--- src/rtl/mem_stage_pkg.sv ---
// Shared constants, FSM state type and op-code helpers for the MEM stage.
// Optional misaligned-access trap is controlled by MISALIGN_TRAP_EN.
package mem_stage_pkg;

  localparam int XLEN   = 32;
  localparam int RAM_AW = 17;

  localparam logic [3:0] MemOpNone = 4'd0;
  localparam logic [3:0] MemOpLB   = 4'd1;
  localparam logic [3:0] MemOpLH   = 4'd2;
  localparam logic [3:0] MemOpLW   = 4'd3;
  localparam logic [3:0] MemOpLBU  = 4'd4;
  localparam logic [3:0] MemOpLHU  = 4'd5;
  localparam logic [3:0] MemOpSB   = 4'd6;
  localparam logic [3:0] MemOpSH   = 4'd7;
  localparam logic [3:0] MemOpSW   = 4'd8;

  localparam logic [1:0] HaltNone   = 2'b00;
  localparam logic [1:0] HaltBubble = 2'b11;

  localparam logic [4:0]      NOPRegAddr = 5'd0;
  localparam logic [XLEN-1:0] ZeroWord   = '0;

  typedef enum logic [1:0] {
    StIdle,
    StAccess,
    StDone
  } state_e;

  // Codes 9..15 fall outside the range and behave like MemOpNone.
  function automatic logic isMemOp(input logic [3:0] op);
    return (op >= MemOpLB) && (op <= MemOpSW);
  endfunction

  function automatic logic isStore(input logic [3:0] op);
    return (op >= MemOpSB) && (op <= MemOpSW);
  endfunction

  function automatic logic [2:0] byteCount(input logic [3:0] op);
    case (op)
      MemOpLB, MemOpLBU, MemOpSB: return 3'd1;
      MemOpLH, MemOpLHU, MemOpSH: return 3'd2;
      MemOpLW, MemOpSW:           return 3'd4;
      default:                    return 3'd0;
    endcase
  endfunction

  function automatic logic isMisaligned(input logic [3:0] op, input logic [1:0] addrLo);
    case (op)
      MemOpLH, MemOpLHU, MemOpSH: return addrLo[0];
      MemOpLW, MemOpSW:           return addrLo != 2'b00;
      default:                    return 1'b0;
    endcase
  endfunction

endpackage

--- src/rtl/mem_stage_if.sv ---
// Bundle of EX/MEM inputs, byte-RAM port and MEM/WB outputs of the MEM stage.
interface mem_stage_if;
  import mem_stage_pkg::*;

  logic [4:0]        ex_wd;
  logic              ex_wreg;
  logic [XLEN-1:0]   ex_wdata;
  logic [3:0]        ex_mem_op;
  logic [XLEN-1:0]   ex_mem_addr;
  logic [XLEN-1:0]   ex_store_data;
  logic [7:0]        ram_din;
  logic [RAM_AW-1:0] ram_addr;
  logic              ram_wr;
  logic [7:0]        ram_dout;
  logic [4:0]        mem_wd;
  logic              mem_wreg;
  logic [XLEN-1:0]   mem_wdata;
  logic [1:0]        halt_type;
  logic              stall_req;

  modport slave (
    input  ex_wd, ex_wreg, ex_wdata, ex_mem_op, ex_mem_addr, ex_store_data, ram_din,
    output ram_addr, ram_wr, ram_dout, mem_wd, mem_wreg, mem_wdata, halt_type, stall_req
  );

  modport master (
    output ex_wd, ex_wreg, ex_wdata, ex_mem_op, ex_mem_addr, ex_store_data, ram_din,
    input  ram_addr, ram_wr, ram_dout, mem_wd, mem_wreg, mem_wdata, halt_type, stall_req
  );

endinterface

--- src/rtl/mem_stage_load_extend.sv ---
// Sign/zero extension of the assembled little-endian load bytes to XLEN.
module mem_stage_load_extend
  import mem_stage_pkg::*;
(
  input  logic [31:0]     data_i,
  input  logic [3:0]      op_i,
  output logic [XLEN-1:0] result_o
);

  always_comb begin
    result_o = data_i;
    case (op_i)
      MemOpLB:  result_o = {{24{data_i[7]}}, data_i[7:0]};
      MemOpLBU: result_o = {24'd0, data_i[7:0]};
      MemOpLH:  result_o = {{16{data_i[15]}}, data_i[15:0]};
      MemOpLHU: result_o = {16'd0, data_i[15:0]};
      default:  result_o = data_i;
    endcase
  end

endmodule

--- src/rtl/mem_stage.sv ---
// RV32I MEM stage: multi-cycle byte-serial loads/stores, bubble + stall while busy.
// Define MISALIGN_TRAP_EN to trap misaligned halfword/word accesses (adds port misalign).
module mem_stage
  import mem_stage_pkg::*;
(
  input logic         clk,
  input logic         rst,
  mem_stage_if.slave  bus
`ifdef MISALIGN_TRAP_EN
  ,
  output logic        misalign
`endif
);

  state_e            state_q;
  logic [2:0]        idx_q;
  logic [3:0]        op_q;
  logic [RAM_AW-1:0] addr_q;
  logic [XLEN-1:0]   sdata_q;
  logic [4:0]        wd_q;
  logic              wreg_q;
  logic [31:0]       data_q;
`ifdef MISALIGN_TRAP_EN
  logic              misalign_q;
`endif

  logic [2:0]        nBytes;
  logic [2:0]        capIdx;
  logic [RAM_AW-1:0] curAddr;
  logic [XLEN-1:0]   loadResult;

  assign nBytes  = byteCount(op_q);
  assign capIdx  = idx_q - 3'd1;
  assign curAddr = addr_q + RAM_AW'(idx_q);

  mem_stage_load_extend u_load_extend (
    .data_i   (data_q),
    .op_i     (op_q),
    .result_o (loadResult)
  );

  always_ff @(posedge clk or posedge rst) begin
    if (rst) begin
      state_q <= StIdle;
      idx_q   <= 3'd0;
      op_q    <= MemOpNone;
      addr_q  <= '0;
      sdata_q <= ZeroWord;
      wd_q    <= NOPRegAddr;
      wreg_q  <= 1'b0;
      data_q  <= 32'd0;
`ifdef MISALIGN_TRAP_EN
      misalign_q <= 1'b0;
`endif
    end else begin
      case (state_q)
        StIdle: begin
          if (isMemOp(bus.ex_mem_op)) begin
            op_q    <= bus.ex_mem_op;
            addr_q  <= bus.ex_mem_addr[RAM_AW-1:0];
            sdata_q <= bus.ex_store_data;
            wd_q    <= bus.ex_wd;
            wreg_q  <= bus.ex_wreg;
            idx_q   <= 3'd0;
            data_q  <= 32'd0;
`ifdef MISALIGN_TRAP_EN
            if (isMisaligned(bus.ex_mem_op, bus.ex_mem_addr[1:0])) begin
              state_q    <= StDone;
              misalign_q <= 1'b1;
            end else begin
              state_q    <= StAccess;
              misalign_q <= 1'b0;
            end
`else
            state_q <= StAccess;
`endif
          end
        end
        StAccess: begin
          if (isStore(op_q)) begin
            if (idx_q == nBytes - 3'd1) state_q <= StDone;
            else                        idx_q   <= idx_q + 3'd1;
          end else begin
            // RAM returns a byte one cycle after its address, so capture lags issue by one.
            if (idx_q != 3'd0) data_q[{capIdx[1:0], 3'b000} +: 8] <= bus.ram_din;
            if (idx_q == nBytes) state_q <= StDone;
            else                 idx_q   <= idx_q + 3'd1;
          end
        end
        StDone: begin
          state_q <= StIdle;
          idx_q   <= 3'd0;
`ifdef MISALIGN_TRAP_EN
          misalign_q <= 1'b0;
`endif
        end
        default: state_q <= StIdle;
      endcase
    end
  end

  logic [RAM_AW-1:0] ramAddr;
  logic              ramWr;
  logic [7:0]        ramDout;
  logic [4:0]        memWd;
  logic              memWreg;
  logic [XLEN-1:0]   memWdata;
  logic [1:0]        haltType;
  logic              stallReq;

  always_comb begin
    ramAddr  = '0;
    ramWr    = 1'b0;
    ramDout  = 8'd0;
    memWd    = NOPRegAddr;
    memWreg  = 1'b0;
    memWdata = ZeroWord;
    haltType = HaltNone;
    stallReq = 1'b0;
    case (state_q)
      StIdle: begin
        if (isMemOp(bus.ex_mem_op)) begin
          haltType = HaltBubble;
          stallReq = 1'b1;
        end else begin
          memWd    = bus.ex_wd;
          memWreg  = bus.ex_wreg;
          memWdata = bus.ex_wdata;
        end
      end
      StAccess: begin
        haltType = HaltBubble;
        stallReq = 1'b1;
        if (isStore(op_q)) begin
          ramAddr = curAddr;
          ramWr   = 1'b1;
          ramDout = sdata_q[{idx_q[1:0], 3'b000} +: 8];
        end else if (idx_q < nBytes) begin
          ramAddr = curAddr;
        end
      end
      StDone: begin
        memWd = wd_q;
        if (!isStore(op_q)) begin
          memWreg  = wreg_q;
          memWdata = loadResult;
        end
`ifdef MISALIGN_TRAP_EN
        if (misalign_q) begin
          memWreg  = 1'b0;
          memWdata = ZeroWord;
        end
`endif
      end
      default: ;
    endcase
  end

  assign bus.ram_addr  = ramAddr;
  assign bus.ram_wr    = ramWr;
  assign bus.ram_dout  = ramDout;
  assign bus.mem_wd    = memWd;
  assign bus.mem_wreg  = memWreg;
  assign bus.mem_wdata = memWdata;
  assign bus.halt_type = haltType;
  assign bus.stall_req = stallReq;
`ifdef MISALIGN_TRAP_EN
  assign misalign = misalign_q;
`endif

endmodule

--- src/flat_wrapper.sv ---
// flat-port wrapper written by rule: the top's interface ports become plain ports
module mem_stage_flat import mem_stage_pkg::*;
  (clk, rst, bus_ex_wd, bus_ex_wreg, bus_ex_wdata, bus_ex_mem_op, bus_ex_mem_addr, bus_ex_store_data, bus_ram_din, bus_ram_addr, bus_ram_wr, bus_ram_dout, bus_mem_wd, bus_mem_wreg, bus_mem_wdata, bus_halt_type, bus_stall_req);
  mem_stage_if bus_i ();
  input logic clk;
  input logic rst;
  input wire logic [$bits(bus_i.ex_wd)-1:0] bus_ex_wd;
  input wire logic [$bits(bus_i.ex_wreg)-1:0] bus_ex_wreg;
  input wire logic [$bits(bus_i.ex_wdata)-1:0] bus_ex_wdata;
  input wire logic [$bits(bus_i.ex_mem_op)-1:0] bus_ex_mem_op;
  input wire logic [$bits(bus_i.ex_mem_addr)-1:0] bus_ex_mem_addr;
  input wire logic [$bits(bus_i.ex_store_data)-1:0] bus_ex_store_data;
  input wire logic [$bits(bus_i.ram_din)-1:0] bus_ram_din;
  output wire logic [$bits(bus_i.ram_addr)-1:0] bus_ram_addr;
  output wire logic [$bits(bus_i.ram_wr)-1:0] bus_ram_wr;
  output wire logic [$bits(bus_i.ram_dout)-1:0] bus_ram_dout;
  output wire logic [$bits(bus_i.mem_wd)-1:0] bus_mem_wd;
  output wire logic [$bits(bus_i.mem_wreg)-1:0] bus_mem_wreg;
  output wire logic [$bits(bus_i.mem_wdata)-1:0] bus_mem_wdata;
  output wire logic [$bits(bus_i.halt_type)-1:0] bus_halt_type;
  output wire logic [$bits(bus_i.stall_req)-1:0] bus_stall_req;
  assign bus_i.ex_wd = bus_ex_wd;
  assign bus_i.ex_wreg = bus_ex_wreg;
  assign bus_i.ex_wdata = bus_ex_wdata;
  assign bus_i.ex_mem_op = bus_ex_mem_op;
  assign bus_i.ex_mem_addr = bus_ex_mem_addr;
  assign bus_i.ex_store_data = bus_ex_store_data;
  assign bus_i.ram_din = bus_ram_din;
  assign bus_ram_addr = bus_i.ram_addr;
  assign bus_ram_wr = bus_i.ram_wr;
  assign bus_ram_dout = bus_i.ram_dout;
  assign bus_mem_wd = bus_i.mem_wd;
  assign bus_mem_wreg = bus_i.mem_wreg;
  assign bus_mem_wdata = bus_i.mem_wdata;
  assign bus_halt_type = bus_i.halt_type;
  assign bus_stall_req = bus_i.stall_req;
  mem_stage u_core (.clk(clk), .rst(rst), .bus(bus_i));
endmodule
--- config.mk ---
export PLATFORM = sky130hd
export DESIGN_NAME = mem_stage_flat
export DESIGN_NICKNAME = d
export VERILOG_FILES = /design/src/rtl/mem_stage_pkg.sv /design/src/rtl/mem_stage_if.sv /design/src/rtl/mem_stage_load_extend.sv /design/src/rtl/mem_stage.sv /design/src/flat_wrapper.sv
export SDC_FILE = /design/constraint.sdc
export NUM_CORES = 1
export LEC_CHECK = 0
export ABC_AREA = 1
export BUFFER_PORTS_ARGS = -buffer_cell sky130_fd_sc_hd__buf_2
export CAP_MARGIN = 20
export CORE_MARGIN = 1.5
export CORE_UTILIZATION = 48
export CTS_CLUSTER_DIAMETER = 200
export DETAILED_ROUTE_END_ITERATION = 16
export GPL_TIMING_DRIVEN = 0
export PLACE_DENSITY = 0.8
export SLEW_MARGIN = 0
export SYNTH_ARGS = -nofsm -noshare
export SYNTH_HDL_FRONTEND = slang
export SYNTH_SLANG_ARGS = --single-unit
--- constraint.sdc ---
create_clock -name clk -period 4.3 [get_ports clk]
set_clock_uncertainty 0.1 [all_clocks]
set_input_delay 0.645 -clock clk [delete_from_list [all_inputs] [get_ports clk]]
set_output_delay 0.645 -clock clk [all_outputs]
set_load 0.01 [all_outputs]
==> impl_metrics.env <==
export IMPL_path_max_fanout=13
export IMPL_critPathArrivalTime_ns=3.02
export IMPL_crit_chain="clkbuf_1 -> inv_1 -> clkbuf_1 -> ha_1 -> o21ai_0 -> nor2_1 -> o21ai_2 -> inv_2 -> o21ai_0 -> a21oi_1 -> buf_2"
export IMPL_synth_avg_cell_area_um2=7.30
export IMPL_p_int_uw=2490
export IMPL_sw_frac_of_total=0.458
export IMPL_cts_tree="built"
export IMPL_cts_setup_buffers=0
export IMPL_pwr_share_comb=0.508
export IMPL_ios=183
export IMPL_hold_ws_ns=0.201
export IMPL_syn_cell_area_mm2=0.00565
export IMPL_multiInputGateArea_mm2=0.00282
export IMPL_cp_end_kind="primary output"
export IMPL_sequentialPowerShare=0.317
export IMPL_clock_latency_ns=0.34
export IMPL_fin_tns_setup_ns=0
export IMPL_grt_max_degree=67
export IMPL_ys_seq_area_frac=0.425
export IMPL_crit_family="buffers and inverters"
export IMPL_postCtsHoldBufs=0
export IMPL_critPathLaunchType="register"
export IMPL_die_x_um=112
export IMPL_place_ws_ns=0.880
export IMPL_p_switching_uw=2110
export IMPL_period_needed_ns=3.77
export IMPL_overflow=0
export IMPL_power_share_clock=0.175
export IMPL_gp_congestion=0.901
export IMPL_setup_ws_ns=0.535
export IMPL_setup_viol=0
export IMPL_cts_root_buf="clkbuf_16"
export IMPL_cap_violations=0
export IMPL_place_hpwl_um=11300
export IMPL_final_util=0.610
export IMPL_grtUsageTotal=0.242
export IMPL_vias=5674
export IMPL_antenna_found_initial=0
export IMPL_htree_levels=3
export IMPL_routed_via_density=5.15
export IMPL_powerDensity_mw_per_mm2=657
export IMPL_drt_wl_total_um=14500
export IMPL_critPathSlowestCell="o21ai_2"
export IMPL_layout_commonest_cell="nand2_1"
export IMPL_slew_viol_final=0
export IMPL_nFillCells=1082
export IMPL_drtAntennaViolNets=0
export IMPL_drtIter0Drc=308
export IMPL_hold_violations=0
export IMPL_syn2layout_area_growth_pct=23.8
export IMPL_status="complete, no violations"
export IMPL_nets=1082
export IMPL_ctsResizeCount=0
export IMPL_synth_warnings=0
export IMPL_max_stage_delay_ns=0.44
export IMPL_core_area_mm2=0.0115
export IMPL_dr_pass1_iters=5
export IMPL_grt_setup_unrepaired="no"
export IMPL_fin_crit_sh=0.876
export IMPL_rows=39
export IMPL_relSlewSlack=0.552
export IMPL_cp_required_ns=3.56
export IMPL_final_cell_mix="nand2_1 (281), buf_2 (174), dfrtp_1 (96), nor2_1 (76), o21ai_0 (62)"
export IMPL_syn_inst=774
export IMPL_worst_pin_slew_ns=0.667
export IMPL_irDropWorstVdd_uv=280
export IMPL_power_total_uw=4600
export IMPL_critPathKind="register to primary output"
export IMPL_die_h_um=112
export IMPL_initial_core_util=0.493
export IMPL_grt_pass1_wl_um=24800
export IMPL_syn_num_nets=903
export IMPL_worstHoldPathType="primary input to async pin"
export IMPL_clk_pin_slew_ns=0.07
export IMPL_ys_types=37
export IMPL_worst_path_buf_inv=5
export IMPL_cts_path_max_buffers=2
export IMPL_detail_route_wl_per_cell_um=13.2
export IMPL_insertedDiodeCount=0
export IMPL_cts_sinks=96
export IMPL_synth_seq_cells=96
export IMPL_port_buffers=167
export IMPL_leakage_uw=0.00374
export IMPL_grt_pass1_vias=5328
export IMPL_regArea_mm2=0.00240
export IMPL_drc_errors=0
export IMPL_cts_buffers=9
export IMPL_die_area_mm2=0.0124
export IMPL_drive_gt1_frac=0.255
export IMPL_max_freq_mhz=266
-- power by group through the flow --
| stage | logic, uW | clock network, uW | registers [uW] |
|---|---|---|---|
| 2_1_floorplan | 1700 | 0 | 1410 |
| 3_3_place_gp | 2280 | 0 | 1460 |
| 3_5_place_dp | 2330 | 0 | 1470 |
| 4_1_cts | 2340 | 816 | 1460 |
| 5_1_grt | 2660 | 851 | 1500 |
| 6_report | 2330 | 806 | 1460 |
-- metal layers --
metal,track usage,wire length [um],share of wire,up-vias
met3,0.0256,743,0.051,23
li1,-,-,-,2856
met5,0,0,0,-
met2,0.391,6680,0.46,187
met4,0.0776,240,0.017,0
met1,0.343,6860,0.47,2608
-- kinds of logic (layout without fill, tap and decap cells) --
group	Yosys count	count (layout)	share of synthesized area
simple gates	425	425	0.310
flops	96	96	0.425
xor+xnor	3	3	0.00465
compound gates	139	139	0.155
buf+inv	98	282	0.0757
fa+ha+maj	13	13	0.0301
-- synth_stat cells --
library cell | count | share of area
inv_1 | 55 | 0.037
fa_1 | 1 | 0.0035
nand3_1 | 28 | 0.025
nand4_1 | 8 | 0.0089
buf_1 | 4 | 0.0027
a22o_1 | 16 | 0.025
nand3_2 | 2 | 0.0035
nor2_8 | 1 | 0.0035
xnor2_1 | 2 | 0.0031
o21ai_4 | 1 | 0.0029
a21oi_1 | 21 | 0.019
a31oi_1 | 2 | 0.0022
o21a_1 | 1 | 0.0013
nor2_1 | 76 | 0.050
inv_4 | 1 | 0.0011
nor3_1 | 17 | 0.015
inv_2 | 7 | 0.0046
buf_4 | 3 | 0.0040
buf_2 | 7 | 0.0062
o21ai_2 | 22 | 0.034
nor3b_1 | 1 | 0.0013
clkbuf_1 | 16 | 0.011
xor2_1 | 1 | 0.0015
nor3_2 | 1 | 0.0018
nor2_2 | 1 | 0.0011
o211ai_1 | 6 | 0.0080
dfrtp_1 | 96 | 0.43
a21oi_2 | 1 | 0.0015
nor4_1 | 1 | 0.0011
nand2_1 | 281 | 0.19
nor2_4 | 2 | 0.0040
o21ai_0 | 62 | 0.055
ha_1 | 12 | 0.027
nand2_2 | 5 | 0.0055
buf_6 | 5 | 0.010
nor4_2 | 1 | 0.0022
o21ai_1 | 7 | 0.0062
-- layout make-up --
type	count	area share
sequential	96	0.343
clock inverter	6	0.0100
tap	143	0.0256
timing repair buffer	168	0.123
clock buffer	10	0.0327
inverter	63	0.0345
multi-input combinational	580	0.403
buffer	35	0.0270
-- stage by stage --
| stage | instance area, um^2 | std cells |
|---|---|---|
| after floorplan | 5650 | 774 |
| after global placement | 6670 | 1084 |
| after detailed placement | 6700 | 1085 |
| after CTS | 7000 | 1101 |
| after global routing | 7000 | 1101 |
| final | 7000 | 1101 |
-- flip-flops by register name, indices dropped and copies added, names as in the netlist --
signal,flops
u_core.data_q,32
u_core.sdata_q,32
u_core.addr_q,17
u_core.wd_q,5
u_core.op_q,4
u_core.idx_q,3
u_core.state_q,2
u_core.wreg_q,1
-- path summary, 6_finish.rpt --
check,depth (start not counted),from,slack [ns],end
min in group clk,2,u_core.sdata_q[12],0.38,u_core.sdata_q[12]
max reg2reg,7,u_core.idx_q[0],1.51,u_core.data_q[31]
max,11,u_core.idx_q[0],0.53,bus_ram_addr[6]
min reg2reg,2,u_core.sdata_q[12],0.38,u_core.sdata_q[12]
max in group asynchronous,3,rst,3.26,u_core.wd_q[4]
min,2,rst,0.20,u_core.data_q[29]
Note: power is estimated with default switching activity, not from simulation.
